File: src/rtl/mdu_pkg.sv
// Shared types and constants for the MIPS multiply/divide sequencer.
package mdu_pkg;

    localparam int unsigned MDU_XLEN  = 32;
    localparam int unsigned MDU_CNT_W = 6;

    localparam logic [31:0] DIV0_LO = 32'hFFFF_FFFF;

    typedef enum logic [1:0] {
        MDU_MULT  = 2'b00,
        MDU_MULTU = 2'b01,
        MDU_DIV   = 2'b10,
        MDU_DIVU  = 2'b11
    } mdu_op_e;

    typedef enum logic [1:0] {
        S_IDLE = 2'b00,
        S_RUN  = 2'b01,
        S_FIX  = 2'b10
    } mdu_state_e;

endpackage

File: src/rtl/mdu_iter_step.sv
// One combinational iteration of the MDU core: shift-add multiply or restoring divide.
module mdu_iter_step #(
    parameter int unsigned XLEN = 32
) (
    input  logic            i_is_div,
    input  logic [XLEN-1:0] i_acc_hi,
    input  logic [XLEN-1:0] i_acc_lo,
    input  logic [XLEN-1:0] i_opnd,
    output logic [XLEN-1:0] o_acc_hi,
    output logic [XLEN-1:0] o_acc_lo
);

    logic [XLEN:0]   add_sum;
    logic [XLEN:0]   shifted;
    logic            sub_ok;
    logic [XLEN-1:0] rem_sub;

    // Multiply: acc_hi accumulates, acc_lo holds the multiplier shifting out LSB-first.
    assign add_sum = {1'b0, i_acc_hi} + (i_acc_lo[0] ? {1'b0, i_opnd} : (XLEN+1)'(0));

    // Divide: partial remainder in acc_hi, dividend/quotient in acc_lo; difference fits XLEN when sub_ok.
    assign shifted = {i_acc_hi, i_acc_lo[XLEN-1]};
    assign sub_ok  = shifted >= {1'b0, i_opnd};
    assign rem_sub = shifted[XLEN-1:0] - i_opnd;

    always_comb begin
        o_acc_hi = add_sum[XLEN:1];
        o_acc_lo = {add_sum[0], i_acc_lo[XLEN-1:1]};
        if (i_is_div) begin
            o_acc_hi = sub_ok ? rem_sub : shifted[XLEN-1:0];
            o_acc_lo = {i_acc_lo[XLEN-2:0], sub_ok};
        end
    end

endmodule

File: src/rtl/mips_mdu_sequencer.sv
// Multi-cycle MULT/MULTU/DIV/DIVU sequencer owning HI/LO, with pipeline stall and kill.
// Build option MIPS_MDU_FAST_MUL_EN: single-cycle multiplier for MULT/MULTU.
module mips_mdu_sequencer
    import mdu_pkg::*;
#(
    parameter int unsigned XLEN  = MDU_XLEN,
    parameter int unsigned CNT_W = MDU_CNT_W
) (
    input  logic            i_clk,
    input  logic            i_nrst,
    input  logic            i_start,
    input  logic [1:0]      i_op,
    input  logic [XLEN-1:0] i_rs,
    input  logic [XLEN-1:0] i_rt,
    input  logic            i_mf_req,
    input  logic            i_mt_hi,
    input  logic            i_mt_lo,
    input  logic            i_kill,
    output logic            o_busy,
    output logic            o_stall,
    output logic            o_done,
    output logic [XLEN-1:0] o_hi,
    output logic [XLEN-1:0] o_lo
);

    mdu_state_e        state_q, state_d;
    mdu_op_e           op_q, op_d;
    logic [CNT_W-1:0]  cnt_q, cnt_d;
    logic              sign_a_q, sign_a_d, sign_b_q, sign_b_d;
    logic [XLEN-1:0]   rs_q, rs_d, opnd_q, opnd_d;
    logic [XLEN-1:0]   acc_hi_q, acc_hi_d, acc_lo_q, acc_lo_d;
    logic [XLEN-1:0]   hi_q, hi_d, lo_q, lo_d;
    logic              done_q, done_d;

    logic              start_signed, start_sign_a, start_sign_b;
    logic [XLEN-1:0]   a_mag, b_mag;
    logic [XLEN-1:0]   step_hi, step_lo;
    logic              neg_result;
    logic [2*XLEN-1:0] prod_raw, prod_fix;
    logic [XLEN-1:0]   quot_fix, rem_fix;

    assign start_signed = ~i_op[0];
    assign start_sign_a = start_signed & i_rs[XLEN-1];
    assign start_sign_b = start_signed & i_rt[XLEN-1];
    assign a_mag        = start_sign_a ? -i_rs : i_rs;
    assign b_mag        = start_sign_b ? -i_rt : i_rt;

`ifdef MIPS_MDU_FAST_MUL_EN
    logic [2*XLEN-1:0] fast_prod;
    assign fast_prod = (2*XLEN)'(a_mag) * (2*XLEN)'(b_mag);
`endif

    mdu_iter_step #(.XLEN(XLEN)) u_step (
        .i_is_div (op_q[1]),
        .i_acc_hi (acc_hi_q),
        .i_acc_lo (acc_lo_q),
        .i_opnd   (opnd_q),
        .o_acc_hi (step_hi),
        .o_acc_lo (step_lo)
    );

    // Magnitude results are sign-corrected; sign flags are already zero for unsigned ops.
    assign neg_result = sign_a_q ^ sign_b_q;
    assign prod_raw   = {acc_hi_q, acc_lo_q};
    assign prod_fix   = neg_result ? -prod_raw : prod_raw;
    assign quot_fix   = neg_result ? -acc_lo_q : acc_lo_q;
    assign rem_fix    = sign_a_q ? -acc_hi_q : acc_hi_q;

    always_comb begin
        state_d  = state_q;
        op_d     = op_q;
        cnt_d    = cnt_q;
        sign_a_d = sign_a_q;
        sign_b_d = sign_b_q;
        rs_d     = rs_q;
        opnd_d   = opnd_q;
        acc_hi_d = acc_hi_q;
        acc_lo_d = acc_lo_q;
        hi_d     = hi_q;
        lo_d     = lo_q;
        done_d   = 1'b0;

        unique case (state_q)
            S_IDLE: begin
                if (!i_kill) begin
                    if (i_mt_hi) hi_d = i_rs;
                    if (i_mt_lo) lo_d = i_rs;
                    if (i_start) begin
                        op_d     = mdu_op_e'(i_op);
                        sign_a_d = start_sign_a;
                        sign_b_d = start_sign_b;
                        rs_d     = i_rs;
                        opnd_d   = b_mag;
                        acc_hi_d = '0;
                        acc_lo_d = a_mag;
                        cnt_d    = CNT_W'(XLEN);
                        state_d  = S_RUN;
`ifdef MIPS_MDU_FAST_MUL_EN
                        if (!i_op[1]) begin
                            {acc_hi_d, acc_lo_d} = fast_prod;
                            state_d              = S_FIX;
                        end
`endif
                    end
                end
            end
            S_RUN: begin
                if (i_kill) begin
                    state_d = S_IDLE;
                end else begin
                    acc_hi_d = step_hi;
                    acc_lo_d = step_lo;
                    cnt_d    = cnt_q - CNT_W'(1);
                    if (cnt_q == CNT_W'(1)) state_d = S_FIX;
                end
            end
            S_FIX: begin
                state_d = S_IDLE;
                if (!i_kill) begin
                    done_d = 1'b1;
                    if (op_q[1]) begin
                        // Divide by zero returns the original dividend in HI and all-ones in LO.
                        if (opnd_q == '0) begin
                            hi_d = rs_q;
                            lo_d = XLEN'(DIV0_LO);
                        end else begin
                            hi_d = rem_fix;
                            lo_d = quot_fix;
                        end
                    end else begin
                        {hi_d, lo_d} = prod_fix;
                    end
                end
            end
            default: state_d = S_IDLE;
        endcase
    end

    always_ff @(posedge i_clk or negedge i_nrst) begin
        if (!i_nrst) begin
            state_q  <= S_IDLE;
            op_q     <= MDU_MULT;
            cnt_q    <= '0;
            sign_a_q <= 1'b0;
            sign_b_q <= 1'b0;
            rs_q     <= '0;
            opnd_q   <= '0;
            acc_hi_q <= '0;
            acc_lo_q <= '0;
            hi_q     <= '0;
            lo_q     <= '0;
            done_q   <= 1'b0;
        end else begin
            state_q  <= state_d;
            op_q     <= op_d;
            cnt_q    <= cnt_d;
            sign_a_q <= sign_a_d;
            sign_b_q <= sign_b_d;
            rs_q     <= rs_d;
            opnd_q   <= opnd_d;
            acc_hi_q <= acc_hi_d;
            acc_lo_q <= acc_lo_d;
            hi_q     <= hi_d;
            lo_q     <= lo_d;
            done_q   <= done_d;
        end
    end

    assign o_busy  = (state_q != S_IDLE);
    assign o_stall = o_busy & (i_mf_req | i_start | i_mt_hi | i_mt_lo);
    assign o_done  = done_q;
    assign o_hi    = hi_q;
    assign o_lo    = lo_q;

endmodule

File: config.mk
export PLATFORM = sky130hd
export DESIGN_NAME = mips_mdu_sequencer
export DESIGN_NICKNAME = d
export VERILOG_FILES = /design/src/rtl/mdu_pkg.sv /design/src/rtl/mdu_iter_step.sv /design/src/rtl/mips_mdu_sequencer.sv
export SDC_FILE = /design/constraint.sdc
export NUM_CORES = 1
export LEC_CHECK = 0
export BUFFER_PORTS_ARGS = -buffer_cell sky130_fd_sc_hd__clkbuf_2
export CORE_ASPECT_RATIO = 1.4
export CORE_UTILIZATION = 45
export CTS_BUF_LIST = sky130_fd_sc_hd__clkbuf_4
export DETAILED_ROUTE_END_ITERATION = 10
export GPL_TIMING_DRIVEN = 0
export PLACE_DENSITY_LB_ADDON = 0.12
export SETUP_SLACK_MARGIN = 0.3
export SYNTH_ARGS = -nofsm -noshare
export SYNTH_HDL_FRONTEND = slang
export SYNTH_SLANG_ARGS = --single-unit
File: constraint.sdc
create_clock -name i_clk -period 3.8 [get_ports i_clk]
set_input_delay 0.19 -clock i_clk [delete_from_list [all_inputs] [get_ports i_clk]]
set_output_delay 0.19 -clock i_clk [all_outputs]
set_load 0.01 [all_outputs]
Word-level counts from Yosys, hierarchy flattened

Index checks and enable logic that the tools add are counted.

$lt $le $gt $ge: 1
$add $sub $neg: 8
Equality and inequality tests: 10
Reductions and logical operators: 10
Mux-type cells: 40
Bitwise gates (word level): 9

Operators by type and width:

| cell                  | count |
|---|---|
| $mux W32              | 24 |
| $pmux W32 S2          | 4 |
| $neg A32 Y32          | 4 |
| $mux W64              | 1 |
| $neg A64 Y64          | 1 |
| $add A32 B33 Y33      | 1 |
| $ge A33 B32 Y1        | 1 |
| $logic_not A32 Y1     | 1 |
| $sub A32 B32 Y32      | 1 |
| $mux W6               | 3 |
| $ne A2 B2 Y1 const B  | 6 |
| $pmux W6 S2           | 1 |
| $reduce_and A4 Y1     | 3 |
| $mux W2               | 4 |
| $eq A6 B1 Y1 const B  | 1 |
| $reduce_and A3 Y1     | 2 |
| $reduce_bool A2 Y1    | 3 |
| $sub A6 B1 Y6 const B | 1 |
| $pmux W2 S2           | 1 |
| $and A1 B1 Y1         | 3 |
| $ne A3 B3 Y1 const B  | 1 |
| $or A1 B1 Y1          | 3 |
| $eq A2 B1 Y1 const B  | 1 |
| $eq A2 B2 Y1 const B  | 1 |
| 4 further kinds       | 6 |

Output and inout bits: 67
Input bits: 73
Register bits after elaboration: 205

Longest topological paths before layout

Depth in word-level cells: 6
Mapped depth: 14
Depth with buffers taken out: 13

Cells and area by module

Synthesis repeated with hierarchy kept, for this count alone.

Cell total of the unflattened synthesis: 2220
Area total of the unflattened synthesis: 17016.3 µm²

By module, submodules not included:

| module             | instances | cells an instance | sequential area each (µm²) | area an instance (µm²) |
|---|---|---|---|---|
| mips_mdu_sequencer | 1         | 1519              | 5104.9                     | 12288.0 |
| mdu_iter_step      | 1         | 701               | 0.0                        | 4728.3 |

Worst setup path before layout

OpenSTA, ideal clock, no wires.

Kind: register to register
From: register acc_lo_q[0]
To: register acc_hi_q[27]
Stages on the path, launching flop included: 14
Data arrival time: 3300 ps
Setup slack: 435 ps
Library setup time: 65 ps
Data required time: 3735 ps
Path buffers: 2
Cells stage by stage: dfrtp_1 > inv_1 > clkbuf_1 > nor2_1 > ha_1 > clkbuf_1 > a2111o_1 > o21ai_0 > nand3_1 > a211o_1 > a221o_1 > xnor2_1 > a2111oi_0 > a211o_1

Longest elaborated chain between the ends: 5

RTL lines:

| item                   | line                      | source |
|---|---|---|
| start, declared        | mips_mdu_sequencer.sv:31  | `logic [XLEN-1:0] acc_hi_q, acc_hi_d, acc_lo_q, acc_lo_d;` |
| start signal, assigned | mips_mdu_sequencer.sv:162 | `acc_lo_q <= acc_lo_d;` |
| $mux W32               | mdu_iter_step.sv:19       | `assign add_sum = {1'b0, i_acc_hi} + (i_acc_lo[0] ? {1'b0, i_opnd} : (XLEN+1)'(0));` |
| $add A32 B33 Y33       | mdu_iter_step.sv:19       |  |
| $mux W32               | mdu_iter_step.sv:29       | `if (i_is_div) begin` |
| $mux W32               | mips_mdu_sequencer.sv:108 | `if (i_kill) begin` |
| $pmux W32 S2           | mips_mdu_sequencer.sv:83  | `unique case (state_q)` |
| end signal, assigned   | mips_mdu_sequencer.sv:161 | `acc_hi_q <= acc_hi_d;` |
| end, declared          | mips_mdu_sequencer.sv:31  |  |

Every way passes these cells. The select of a mux whose other input is x is not followed.
A chain may end at the register's enable or synchronous reset.

Worst setup path after layout

Ends and elaborated chain as after synthesis.

==> impl_results.md <==
- Synthesis Warnings: 0
- Yosys reg bits: about 200
- Fin nets: about 2.6k
- Final setup vio count: 0
- Commonest non-fill, non-tap cells in the layout: nand2_1 (348), o21ai_0 (247), dfrtp_1 (197)
- I/O Buffers: 129
- Area share of the largest cell type after synthesis: 0.308
- Crit-path leading delay family: compound AO/OA/AOI/OAI gates
- Clock sink count: about 200
- Peak supply drop: 0.323 mV
- Fin area: 20400 um^2
- GR Overflow Total: 0
- Top post-synthesis cells by area: dfrtp_1 (31%), nand2_1 (7.9%), o21ai_0 (7.7%)
- Worst setup SP type: flop
- Worst Path Required: ~4.4 ns
- Initial antenna violation count: 2
- Die W: 164 um
- Async SR Flop Fraction: 1.00
- CTS Buffer Depth: 3
- Post-synthesis instance total: 2186
- Initial DRC Count: 1342
- Pre-Repair DR Iteration Count: 7
- F_max: 288 MHz
- Worst EP arrival: between 4 and 5 ns
- Final Max Slew Viols: 0
- Root Buffer: clkbuf_4
- Avg Inst Size Synth: between 7 and 8 um^2
- Vias post-DR: 18.3k
- PD cells: 753 nW/um^2
- DP HPWL: 54.2 mm
- First-pass GRT wire length: 107 mm
- Largest net degree at the start of global routing: 93
- Crit path cell chain: inv_4 -> buf_12 -> clkbuf_16 -> nor2_4 -> ha_4 -> buf_8 -> a2111o_1 -> o21ai_4 -> nand3_2 -> a211o_1 -> a221o_1 -> xnor2_2 -> buf_4 -> a211oi_1 -> a211o_1
- Leading area contributor after synthesis: dfrtp_1
- CP most frequent cell: a211o_1
- Wire per inst: 23.8 um
- Int Power: approximately 7.4 mW
- Routed WL: 71.7 mm
- Area growth syn-to-layout: 23.2%
- Post-DP Area: 17900 um^2
- Routed Antenna Nets: 0
- GRT Total Usage: 0.380
- Syn Nets: between 2k and 2.5k
- Fillcell total: 3457
- Vias in the first global route: ~18k
- Most common cell after layout, fill and taps aside: nand2_1
- Share of cells above drive strength 1: 0.141
- GP Congestion: around 0.96
- Hold slack: approximately 0.19 ns
- CTS clock-pin slew for the worst setup and hold paths: around 0.08 ns
- DIE HEIGHT: 229 um
- Rows: 82
- Starting Density: 0.460
- Final Skew: 0.0545 ns
- Final min period: between 3 and 4 ns
- Switching Share: 0.518
- I/O pin count: 140
- CTS Buf Count: 54
- Vias per std cell: 6.07
- Hold WC Path Type: in2reg
- Clock power share: 0.130
- Setup CP Type: reg2reg
- RSZ-0062 raised after global routing: true
- Placeable core region: around 36000 um^2
- Worst skew pair latency: 0.79 ns
- Die area: 37600 um^2
- Number of buffers and inverters on the critical path: 5
- Max_cap viols: 0
- Final hold violations: 0
- CTS tree: built
- Least-Margin Pin Slew: ~1.3 ns
- Crit-path max cell delay: 0.44 ns
- Slowest CP cell: dfrtp_2
- Register share of total power: 0.230
- Main synth FF type: dfrtp_1
- Seq/Total Area, Yosys: 0.308
- H-tree Lvls: 2
- Comb power frac: 0.640
- Crit Path Max Fanout: 5
- Slew Limit Headroom: 0.160
- Mapped Area: 16600 um^2
- Post-synth EDFFs: 0
- P_sw: 7.97 mW
- Outcome: finished clean
- Tcrit/Tclk final: 0.915
- Crit. End Element: flop
- Static Leak: 9.13 nW
- Remaining DRCs: 0
- Unique masters post-synth: 78
==> timing repair <==
item,in CTS,in global routing
pin swaps,18,41
gates cloned,1,0
hold buffers,91,0
endpoints found under the hold margin,348,0
gates resized for setup,74,88
setup buffers,17,19
endpoints found under the setup margin,60,47
==> path summary, 6_finish.rpt <==
path | start | endpoint | slack (ns) | depth (start not counted)
min in group asynchronous | i_nrst | opnd_q[10] | 0.42 | 3
hold reg to reg | rs_q[21] | rs_q[21] | 0.48 | 2
max in group asynchronous | i_nrst | state_q[1] | 2.64 | 4
hold / removal | i_mt_lo | o_lo[31] | 0.19 | 3
setup reg to reg | acc_lo_q[0] | acc_hi_q[27] | 0.32 | 15
setup / recovery | acc_lo_q[0] | acc_hi_q[27] | 0.32 | 15
==> cells in the mapped netlist (all sizes together) (5+ instances only) <==
master,number
a211o,7
a211oi,19
a21o,29
a21oi,166
a221o,5
a221oi,5
a22oi,18
a31oi,31
and2,11
and3,15
buf,6
clkbuf,142
dfrtp,204
ha,70
inv,62
mux2i,47
nand2,351
nand2b,15
nand3,34
nand4,14
nor2,182
nor2b,15
nor3,46
nor3b,9
nor4,39
o211ai,17
o21a,16
o21ai,256
o21bai,10
o221ai,6
o22ai,38
o31ai,18
o41ai,9
or3,29
or4,8
xnor2,78
xor2,98
==> routing by layer <==
metal / share of wire / vias up / track usage
met5: 0 / - / 0
met4: 0.093 / 0 / 0.303
met3: 0.051 / 312 / 0.0547
met2: 0.50 / 786 / 0.683
met1: 0.35 / 8645 / 0.384
li1: - / 8513 / -
==> layout make-up <==
| type | count | area [um^2] | share of cell area |
|---|---|---|---|
| Antenna cell | 1 | 2.50 | 0.000123 |
| Tap cell | 462 | 578 | 0.0283 |
| Timing Repair Buffer | 259 | 1940 | 0.0952 |
| Sequential cell | 204 | 5110 | 0.250 |
| Clock inverter | 33 | 164 | 0.00803 |
| Buffer | 148 | 628 | 0.0308 |
| Multi-Input combinational cell | 1772 | 11200 | 0.551 |
| Clock buffer | 68 | 510 | 0.0250 |
| Inverter | 62 | 239 | 0.0117 |
==> worst register-to-register path, cell delays in order (launching register included) <==
cell	delay (ns)
dfrtp_2	0.44
inv_4	0.06
buf_12	0.12
clkbuf_16	0.16
nor2_4	0.10
ha_4	0.20
buf_8	0.11
a2111o_1	0.41
o21ai_4	0.21
nand3_2	0.15
a211o_1	0.34
a221o_1	0.39
xnor2_2	0.19
buf_4	0.14
a211oi_1	0.05
a211o_1	0.25
==> cells by family after synthesis <==
family / share of synthesized area
AOI/OAI and AO/OA: 0.251
xor gates and xnor gates: 0.0930
adders and majority gates: 0.0553
buffers and inverters: 0.0482
DFF: 0.308
muxes: 0.0304
and+or+nand+nor: 0.214
==> power groups by stage <==
stage | sequential (mW) | combinational [mW] | clock (mW)
final | 3.54 | 9.85 | 1.99
after global routing | 3.62 | 10.6 | 2.12
after CTS | 3.48 | 9.14 | 2.02
after detailed placement | 3.52 | 8.55 | 0
after global placement | 3.50 | 8.47 | 0
after floorplan | 3.32 | 5.95 | 0
==> stage by stage <==
step / setup WS [ns] / instances / TNS, ns / total power, mW / utilization
floorplan: 0.435 / 2186 / 0 / 9.26 / -
finish: 0.324 / 3009 / 0 / 15.4 / 0.567
CTS: 0.0597 / 2989 / 0 / 14.6 / 0.554
global route: 0.232 / 3009 / 0 / 16.4 / 0.567
global placement: -1.64 / 2777 / -358.33 / 12.0 / 0.494
detailed placement: -1.07 / 2779 / -29.45 / 12.1 / 0.496
==> registers in the layout, indices dropped and copies added, names as in the netlist <==
signal	flops
acc_hi_q	32
acc_lo_q	32
cnt_q	6
o_done	1
o_hi	32
o_lo	32
op_q	1
opnd_q	32
rs_q	32
sign_a_q	1
sign_b_q	1
state_q	2
(Power assumes the default switching activity.)
